===== config.mk =====
export PLATFORM = sky130hd
export DESIGN_NAME = down_counter_sched
export DESIGN_NICKNAME = d
export VERILOG_FILES = /design/src/rtl/down_counter_sched_pkg.sv /design/src/rtl/down_counter_sched_rr_arbiter.sv /design/src/rtl/down_counter_sched.sv
export SDC_FILE = /design/constraint.sdc
export NUM_CORES = 1
export LEC_CHECK = 0
export ABC_CLOCK_PERIOD_IN_PS = 2700
export BUFFER_PORTS_ARGS = -buffer_cell sky130_fd_sc_hd__buf_4
export CAP_MARGIN = 15
export CORE_MARGIN = 2
export CORE_UTILIZATION = 48
export DETAILED_ROUTE_END_ITERATION = 8
export GPL_TIMING_DRIVEN = 1
export PLACE_DENSITY = 0.87
export SKIP_LAST_GASP = 1
export SYNTH_ARGS = -nofsm -noshare
export SYNTH_HDL_FRONTEND = slang
export SYNTH_SLANG_ARGS = --single-unit

===== constraint.sdc =====
create_clock -name clk -period 2.7 [get_ports clk]
set_clock_uncertainty 0.05 [all_clocks]
set_input_delay 0.135 -clock clk [delete_from_list [all_inputs] [get_ports clk]]
set_output_delay 0.135 -clock clk [all_outputs]
set_load 0.02 [all_outputs]

===== src/rtl/down_counter_sched_pkg.sv =====
// Shared types and default sizing for the time-shared down counter scheduler.
package down_counter_sched_pkg;

    typedef enum logic {
        IDLE = 1'b0,
        RUN  = 1'b1
    } state_t;

    localparam int NREQ_DEF = 4;
    localparam int W_DEF    = 8;

    // Width of a requester index; kept at least 1 bit.
    function automatic int idx_w(input int n);
        return (n > 1) ? $clog2(n) : 1;
    endfunction

endpackage


===== src/rtl/down_counter_sched_rr_arbiter.sv =====
// Combinational round-robin pick: first set request at or after the pointer, wrapping.
module rr_arbiter
    import down_counter_sched_pkg::*;
#(
    parameter int NREQ = NREQ_DEF,
    parameter int PW   = idx_w(NREQ)
) (
    input  logic [NREQ-1:0] i_req,
    input  logic [PW-1:0]   i_ptr,
    output logic [NREQ-1:0] o_gnt,
    output logic [PW-1:0]   o_idx,
    output logic            o_any
);

    always_comb begin
        o_gnt = '0;
        o_idx = '0;
        o_any = 1'b0;
        for (int k = 0; k < NREQ; k++) begin
            if (!o_any && i_req[(int'(i_ptr) + k) % NREQ]) begin
                o_any = 1'b1;
                o_idx = PW'((int'(i_ptr) + k) % NREQ);
                o_gnt[(int'(i_ptr) + k) % NREQ] = 1'b1;
            end
        end
    end

endmodule


===== src/rtl/down_counter_sched.sv =====
// One W-bit down counter time-shared among NREQ requesters with round-robin grant.
// Optional abort port enabled by defining DOWN_CNT_SCHED_ABORT_EN.
module down_counter_sched
    import down_counter_sched_pkg::*;
#(
    parameter int NREQ = NREQ_DEF,
    parameter int W    = W_DEF
) (
    input  logic              clk,
    input  logic              rst,
    input  logic [NREQ-1:0]   req,
    input  logic [NREQ*W-1:0] load_val,
`ifdef DOWN_CNT_SCHED_ABORT_EN
    input  logic [NREQ-1:0]   abort,
`endif
    output logic [NREQ-1:0]   gnt,
    output logic [NREQ-1:0]   done,
    output logic              busy,
    output logic [W-1:0]      q
);

    localparam int PW = idx_w(NREQ);

    state_t          r_state, w_state_nxt;
    logic [NREQ-1:0] r_gnt, w_gnt_nxt;
    logic [NREQ-1:0] r_done, w_done_nxt;
    logic [W-1:0]    r_q, w_q_nxt;
    logic [PW-1:0]   r_ptr, w_ptr_nxt;
    logic [PW-1:0]   r_win, w_win_nxt;

    logic [NREQ-1:0] w_arb_gnt;
    logic [PW-1:0]   w_arb_idx;
    logic            w_arb_any;
    logic            w_abort;

    function automatic logic [PW-1:0] ptr_after(input logic [PW-1:0] p);
        if (int'(p) == NREQ - 1)
            return '0;
        return p + 1'b1;
    endfunction

    rr_arbiter #(.NREQ(NREQ), .PW(PW)) u_arb (
        .i_req (req),
        .i_ptr (r_ptr),
        .o_gnt (w_arb_gnt),
        .o_idx (w_arb_idx),
        .o_any (w_arb_any)
    );

`ifdef DOWN_CNT_SCHED_ABORT_EN
    // Only the current owner's abort bit matters.
    assign w_abort = abort[r_win];
`else
    assign w_abort = 1'b0;
`endif

    always_comb begin
        w_state_nxt = r_state;
        w_gnt_nxt   = r_gnt;
        w_done_nxt  = '0;
        w_q_nxt     = r_q;
        w_ptr_nxt   = r_ptr;
        w_win_nxt   = r_win;
        case (r_state)
            IDLE: begin
                if (w_arb_any) begin
                    w_state_nxt = RUN;
                    w_gnt_nxt   = w_arb_gnt;
                    w_win_nxt   = w_arb_idx;
                    w_q_nxt     = load_val[int'(w_arb_idx)*W +: W];
                end
            end
            RUN: begin
                if (w_abort) begin
                    w_state_nxt = IDLE;
                    w_gnt_nxt   = '0;
                    w_q_nxt     = '0;
                    w_ptr_nxt   = ptr_after(r_win);
                end else if (r_q == '0) begin
                    // Owner's one-hot grant becomes its done pulse.
                    w_state_nxt = IDLE;
                    w_done_nxt  = r_gnt;
                    w_gnt_nxt   = '0;
                    w_ptr_nxt   = ptr_after(r_win);
                end else begin
                    w_q_nxt = r_q - 1'b1;
                end
            end
            default: w_state_nxt = IDLE;
        endcase
    end

    always_ff @(posedge clk or negedge rst) begin
        if (!rst) begin
            r_state <= IDLE;
            r_gnt   <= '0;
            r_done  <= '0;
            r_q     <= '0;
            r_ptr   <= '0;
            r_win   <= '0;
        end else begin
            r_state <= w_state_nxt;
            r_gnt   <= w_gnt_nxt;
            r_done  <= w_done_nxt;
            r_q     <= w_q_nxt;
            r_ptr   <= w_ptr_nxt;
            r_win   <= w_win_nxt;
        end
    end

    assign gnt  = r_gnt;
    assign done = r_done;
    assign busy = |r_gnt;
    assign q    = r_q;

endmodule


* Yosys cells after proc, flatten, opt, wreduce, memory -nomap -nowiden
Index checks and enable logic that the tools add are counted.
** Word-level totals
- Flip-flop bits (word level) :: 21
- Bits in latches :: 0
- RAM bits :: 0
- Bits in read-only memories :: 0
- Bits of input ports :: 38
- Output and inout bits :: 17
- Word-level logic and storage cells :: 97
- Memories :: 0
** Operators by class
- Add/sub/neg operators :: 5
- $mul :: 0
- Div/mod/pow operators :: 0
- Magnitude comparators :: 8
- Equality and inequality tests :: 4
- Shift-type cells :: 1
- Multiplexer cells :: 47
- Bitwise gates (word level) :: 7
- Reductions and logical operators :: 19
** Operator list (count)
- $mux W4 :: 8
- $shiftx A32 B6 Y8 :: 1
- $mux W1 :: 20
- $mux W8 :: 2
- $pmux W8 S2 :: 1
- $lt A3 B4 Y1 const B :: 3
- $mux W2 :: 6
- $or A4 B4 Y4 :: 3
- $ge A3 B1 Y1 const B :: 3
- $bmux W1 S2 :: 4
- $demux W1 S2 :: 4
- $logic_not A8 Y1 :: 1
- $pmux W4 S2 :: 1
- $reduce_and A2 Y1 :: 4
- $sub A8 B1 Y8 const B :: 1
- $logic_and A1 B1 Y1 :: 7
- $reduce_or A2 Y1 :: 3
- $add A2 B1 Y2 const B :: 2
- $add A2 B2 Y2 const B :: 2
- $ne A2 B1 Y1 const B :: 2
- $reduce_or A4 Y1 :: 1
- $and A1 B1 Y1 const A :: 3
- $logic_not A1 Y1 :: 3
- $lt A2 B3 Y1 const B :: 1
- 5 further kinds :: 5

* Longest topological paths before layout
- Depth after elaboration :: 17
- Mapped depth :: 12
- Mapped depth without buffers :: 9

* Cells and area by module
Synthesis repeated with hierarchy kept, for this count alone.
** Second synthesis, totals
- Cells, all modules :: 161
- Area, all modules :: 1632.8 um^2
** By module, submodules not included
- down_counter_sched :: times used 1, cells each 116, area each 1213.7 um^2, sequential area each 525.5 um^2
- rr_arbiter :: times used 1, cells each 45, area each 419.2 um^2, sequential area each 0.0 um^2

* Worst setup path after synthesis
OpenSTA, ideal clock, no wires.
- Path type :: register -> register
- Start point :: register r_ptr[0]
- End point :: register r_q[4] (netlist: q[4])
- Library setup time :: 0.145 ns
- Data arrival time :: 2.560 ns
- Required time :: 2.505 ns
- Slack :: -0.055 ns
- Stages on the path, launching flop included :: 12
- Buffers on the path :: 3
- Clock period less this slack :: 2.755 ns
- Cell sequence :: dfrtp_1 > buf_4 > clkinv_1 > ha_1 > clkbuf_4 > mux4_2 > inv_1 > a211o_4 > nand2_4 > buf_12 > mux2i_1 > o221ai_1
** Between the ends
- Longest elaborated chain between the ends :: 15
- Elaborated cells on any way between the ends :: 33
- Those cells by class :: 3 x add/sub; 1 x eq/ne; 1 x shift; 21 x mux; 7 x reduce/logical
** Ends and longest elaborated chain
- start, declared :: line down_counter_sched.sv:28 : logic [PW-1:0] r_ptr, w_ptr_nxt;
- start signal, assigned :: line down_counter_sched.sv:106 : r_ptr <= w_ptr_nxt;
- $add A2 B1 Y2 / $bmux W1 S2 (equally long branches) :: line down_counter_sched_rr_arbiter.sv:20, down_counter_sched_rr_arbiter.sv:22
- $bmux W1 S2 / $mux W1 (equally long branches) :: line down_counter_sched_rr_arbiter.sv:20 : if (!o_any && i_req[(int'(i_ptr) + k) % NREQ]) begin
- $mux W1 (implied by the code) :: line down_counter_sched_rr_arbiter.sv:20
- $mux W1 (implied by the code) / $logic_not A1 Y1 (equally long branches) :: line down_counter_sched_rr_arbiter.sv:20
- $logic_and A1 B1 Y1 :: line down_counter_sched_rr_arbiter.sv:20
- $mux W1 :: line down_counter_sched_rr_arbiter.sv:20
- $logic_not A1 Y1 :: line down_counter_sched_rr_arbiter.sv:20
- $logic_and A1 B1 Y1 :: line down_counter_sched_rr_arbiter.sv:20
- $mux W1 :: line down_counter_sched_rr_arbiter.sv:20
- $logic_not A1 Y1 :: line down_counter_sched_rr_arbiter.sv:20
- $logic_and A1 B1 Y1 :: line down_counter_sched_rr_arbiter.sv:20
- $mux W2 :: line down_counter_sched_rr_arbiter.sv:20
- $shiftx A32 B6 Y8 :: line down_counter_sched.sv:70 : w_q_nxt = load_val[int'(w_arb_idx)*W +: W];
- $mux W8 :: line down_counter_sched.sv:66 : if (w_arb_any) begin
- $pmux W8 S2 :: line down_counter_sched.sv:64 : case (r_state)
- end signal, assigned :: line down_counter_sched.sv:105 : r_q <= w_q_nxt;
- end, declared :: line down_counter_sched.sv:27 : logic [W-1:0] r_q, w_q_nxt;
Parallel ways exist; a longest one is shown, timed or not. The select of a mux whose other input is x is not followed.
A chain may end at the register's enable or synchronous reset.

* Worst setup path after layout
Ends and elaborated chain as after synthesis.

==> reports/results.txt <==
first-pass iteration count of the detailed router: 5
first-pass GRT wire length: 9020 um
Seq cells post-synth: 21
Mapped Nets: 276
core area: 0.00403 mm2
fin crit period: 2.48 ns
Slew headroom: 0.699
# IOs: 55
synthesized area: 0.00204 mm2
Layout Nets: 330
initial antenna violation count: 0
Layout area overhead: 25.2%
clk sinks: 21
CTS H-tree depth: 1
Post-DP HPWL: 4030 um
Vias: 1982
Final GP Congestion: 0.990
DP Cell Count: 324
Register Area: 526 um2
Setup TNS Final: 0 ns
DIE HEIGHT: 69.1 um
Slew Limit Fails: 0
Root Buffer: clkbuf_8
top_reg_cell synth: dfrtp_1
Final Cycle Share: 0.920
static leakage: 1.13 nW
layout cell share with drive strength beyond 1: 0.314
drt wl/cell: 16.1 um
Setup crit start kind: flop
TritonCTS buffer count: 3
Pwr Density: 1090 mW/mm2
vias in the first global route: 1876
Initial Util: 0.505
Min-Delay Path Class: input pin to flop
Core Rows: 23
final setup vio count: 0
Fin. Hold Viols: 0
status: finished clean
number of remaining DRC errors: 0
final wirelength: 5310 um
RSZ-0062 raised after global routing: false
Post-synth EDFFs: 0
post-synthesis sequential area ratio: 0.258
total power: 2.79 mW
CTS tree: yes
Ant. Diodes: 0
worst-margin pin slew: 0.451 ns
WP data arrival: 2.57 ns
Synth Instances: 227
GRT overflow: 0
clock buffer depth: 2
Yosys warnings: 0
Hold WS: 0.132 ns
DR iter-0 viols: 128
worst-path maximum fanout: 11
clock-pin slew on the worst setup and hold paths: 0.08 ns
port bufs: 54
largest net degree at the start of global routing: 31
Yosys cell types: 59
WP data required: 2.79 ns
syn avg cell area: 8.97 um2
total of max-cap violations: 0
Crit Path Class: flop to flop
Via density: 6.01
GRT Total Usage: 0.224
VDD IR max: 0.631 mV
multi-input logic area: 0.00139 mm2
width of the die: 69.1 um
Post-DRT Antenna Nets: 0
f_max: 403 MHz
asr flop ratio synth: 1.00
Die Area: 0.00478 mm2
latest clock arrival within the worst-skew pair: 0.27 ns
Critical Path End Type: flop
final cell count without fillers: 330
Fill cells: 352
cells by family after synthesis:
family,count (synthesis),share of synthesized area
AO/OA/AOI/OAI,67,0.236
adder cells (fa/ha/maj),11,0.0676
buffers and inverters,22,0.0615
flip-flops,21,0.258
multiplexers,26,0.155
AND/OR/NAND/NOR,80,0.221
repair_timing:
action / 4_1_cts / 5_1_grt
endpoints found under the hold margin: 21 / 0
setup endpoints to repair: 0 / 11
resized for setup: 0 / 3
hold buffers: 1 / 0
setup buffers: 0 / 1
stage by stage:
stage | instance area [um2] | setup WS, ns | utilization
2_1_floorplan | 2040 | 0.0665 | -
3_3_place_gp | 2480 | 0.176 | 0.615
3_5_place_dp | 2480 | 0.0595 | 0.615
4_1_cts | 2530 | 0.0282 | 0.629
5_1_grt | 2550 | 0.0546 | 0.633
6_report | 2550 | 0.216 | 0.633
where the power goes:
group / switching [mW] / total [mW] / internal [mW]
clock: 0.106 / 0.211 / 0.105
combinational: 1.09 / 2.01 / 0.914
sequential: 0.141 / 0.569 / 0.428
total: 1.34 / 2.79 / 1.45
cell usage after synthesis, drive strengths merged (2+ instances only):
library cell,number,area share
a211oi,3,0.016
a21oi,10,0.026
a221oi,5,0.022
a22oi,8,0.030
and2,5,0.015
and3,2,0.0068
buf,7,0.032
clkbuf,8,0.017
dfrtp,21,0.26
ha,11,0.068
inv,6,0.011
mux2,5,0.028
mux2i,17,0.084
mux4,4,0.044
nand2,12,0.026
nand2b,5,0.015
nand3,11,0.027
nor2,17,0.031
nor2b,3,0.010
nor3,6,0.015
nor4,3,0.0092
nor4b,2,0.016
o211ai,2,0.0074
o21ai,22,0.060
o221ai,4,0.017
o32ai,2,0.0086
or2,2,0.0061
or3,5,0.015
or4,2,0.0074
flip-flops by register name, indices dropped and copies added, names as in the netlist:
| name | flops |
|---|---|
| r_ptr | 2 |
| done | 4 |
| r_win | 2 |
| r_state | 1 |
| q | 8 |
| gnt | 4 |
path summary, 6_finish.rpt:
check                       startpoint  endpoint  slack (ns)  cells past startpoint
setup / recovery              r_ptr[0]      q[4]        0.22                      8
min in group asynchronous          rst      q[4]        0.24                      2
hold / removal             load_val[7]      q[7]        0.13                      3
setup reg to reg              r_ptr[0]      q[4]        0.22                      8
hold reg to reg               r_win[1]  r_win[1]        0.47                      2
max in group asynchronous          rst  r_ptr[1]        2.12                      2
layer usage:
layer  global-route usage  part of all wire  up-vias
li1                     -                 -      970
met1                0.293              0.42      937
met2                0.382              0.51       71
met3               0.0380             0.065        4
met4               0.0566            0.0079        0
met5                    0                 0        -
cell type report:
type | instances | area share
multi-input cells | 184 | 0.546
flip-flops and latches | 21 | 0.206
repair buffers | 64 | 0.194
well taps | 50 | 0.0245
clock buffers | 4 | 0.0177
inverters | 7 | 0.0108
worst max-delay path, stage by stage, from the launching register on:
cell	delay (ns)
dfrtp_1	0.41
clkinv_2	0.08
ha_2	0.43
mux4_2	0.34
inv_1	0.09
a211o_4	0.37
nand2_4	0.20
mux2i_1	0.24
o221ai_1	0.14
cells in the final DEF (no fill, tap or decap), types with 2 or more instances in the layout:
cell and instances:
inv_1 5, o21ai_1 2, buf_4 62, nand3_1 11
dfrtp_1 21, a211oi_2 2, clkbuf_8 3, or3_1 5
o32ai_1 2, o211ai_1 2, or2_1 2, o221ai_1 4
nor4_1 3, o21ai_0 19, nand2b_1 5, nor3_1 6
mux2i_1 17, a221oi_1 5, and2_1 5, ha_1 10
a22oi_1 8, or4_1 2, mux2_2 5, a21oi_1 9
nor2b_1 2, mux4_2 4, nor2_1 17, nand2_1 11
Power figures use the tool's default switching activity.
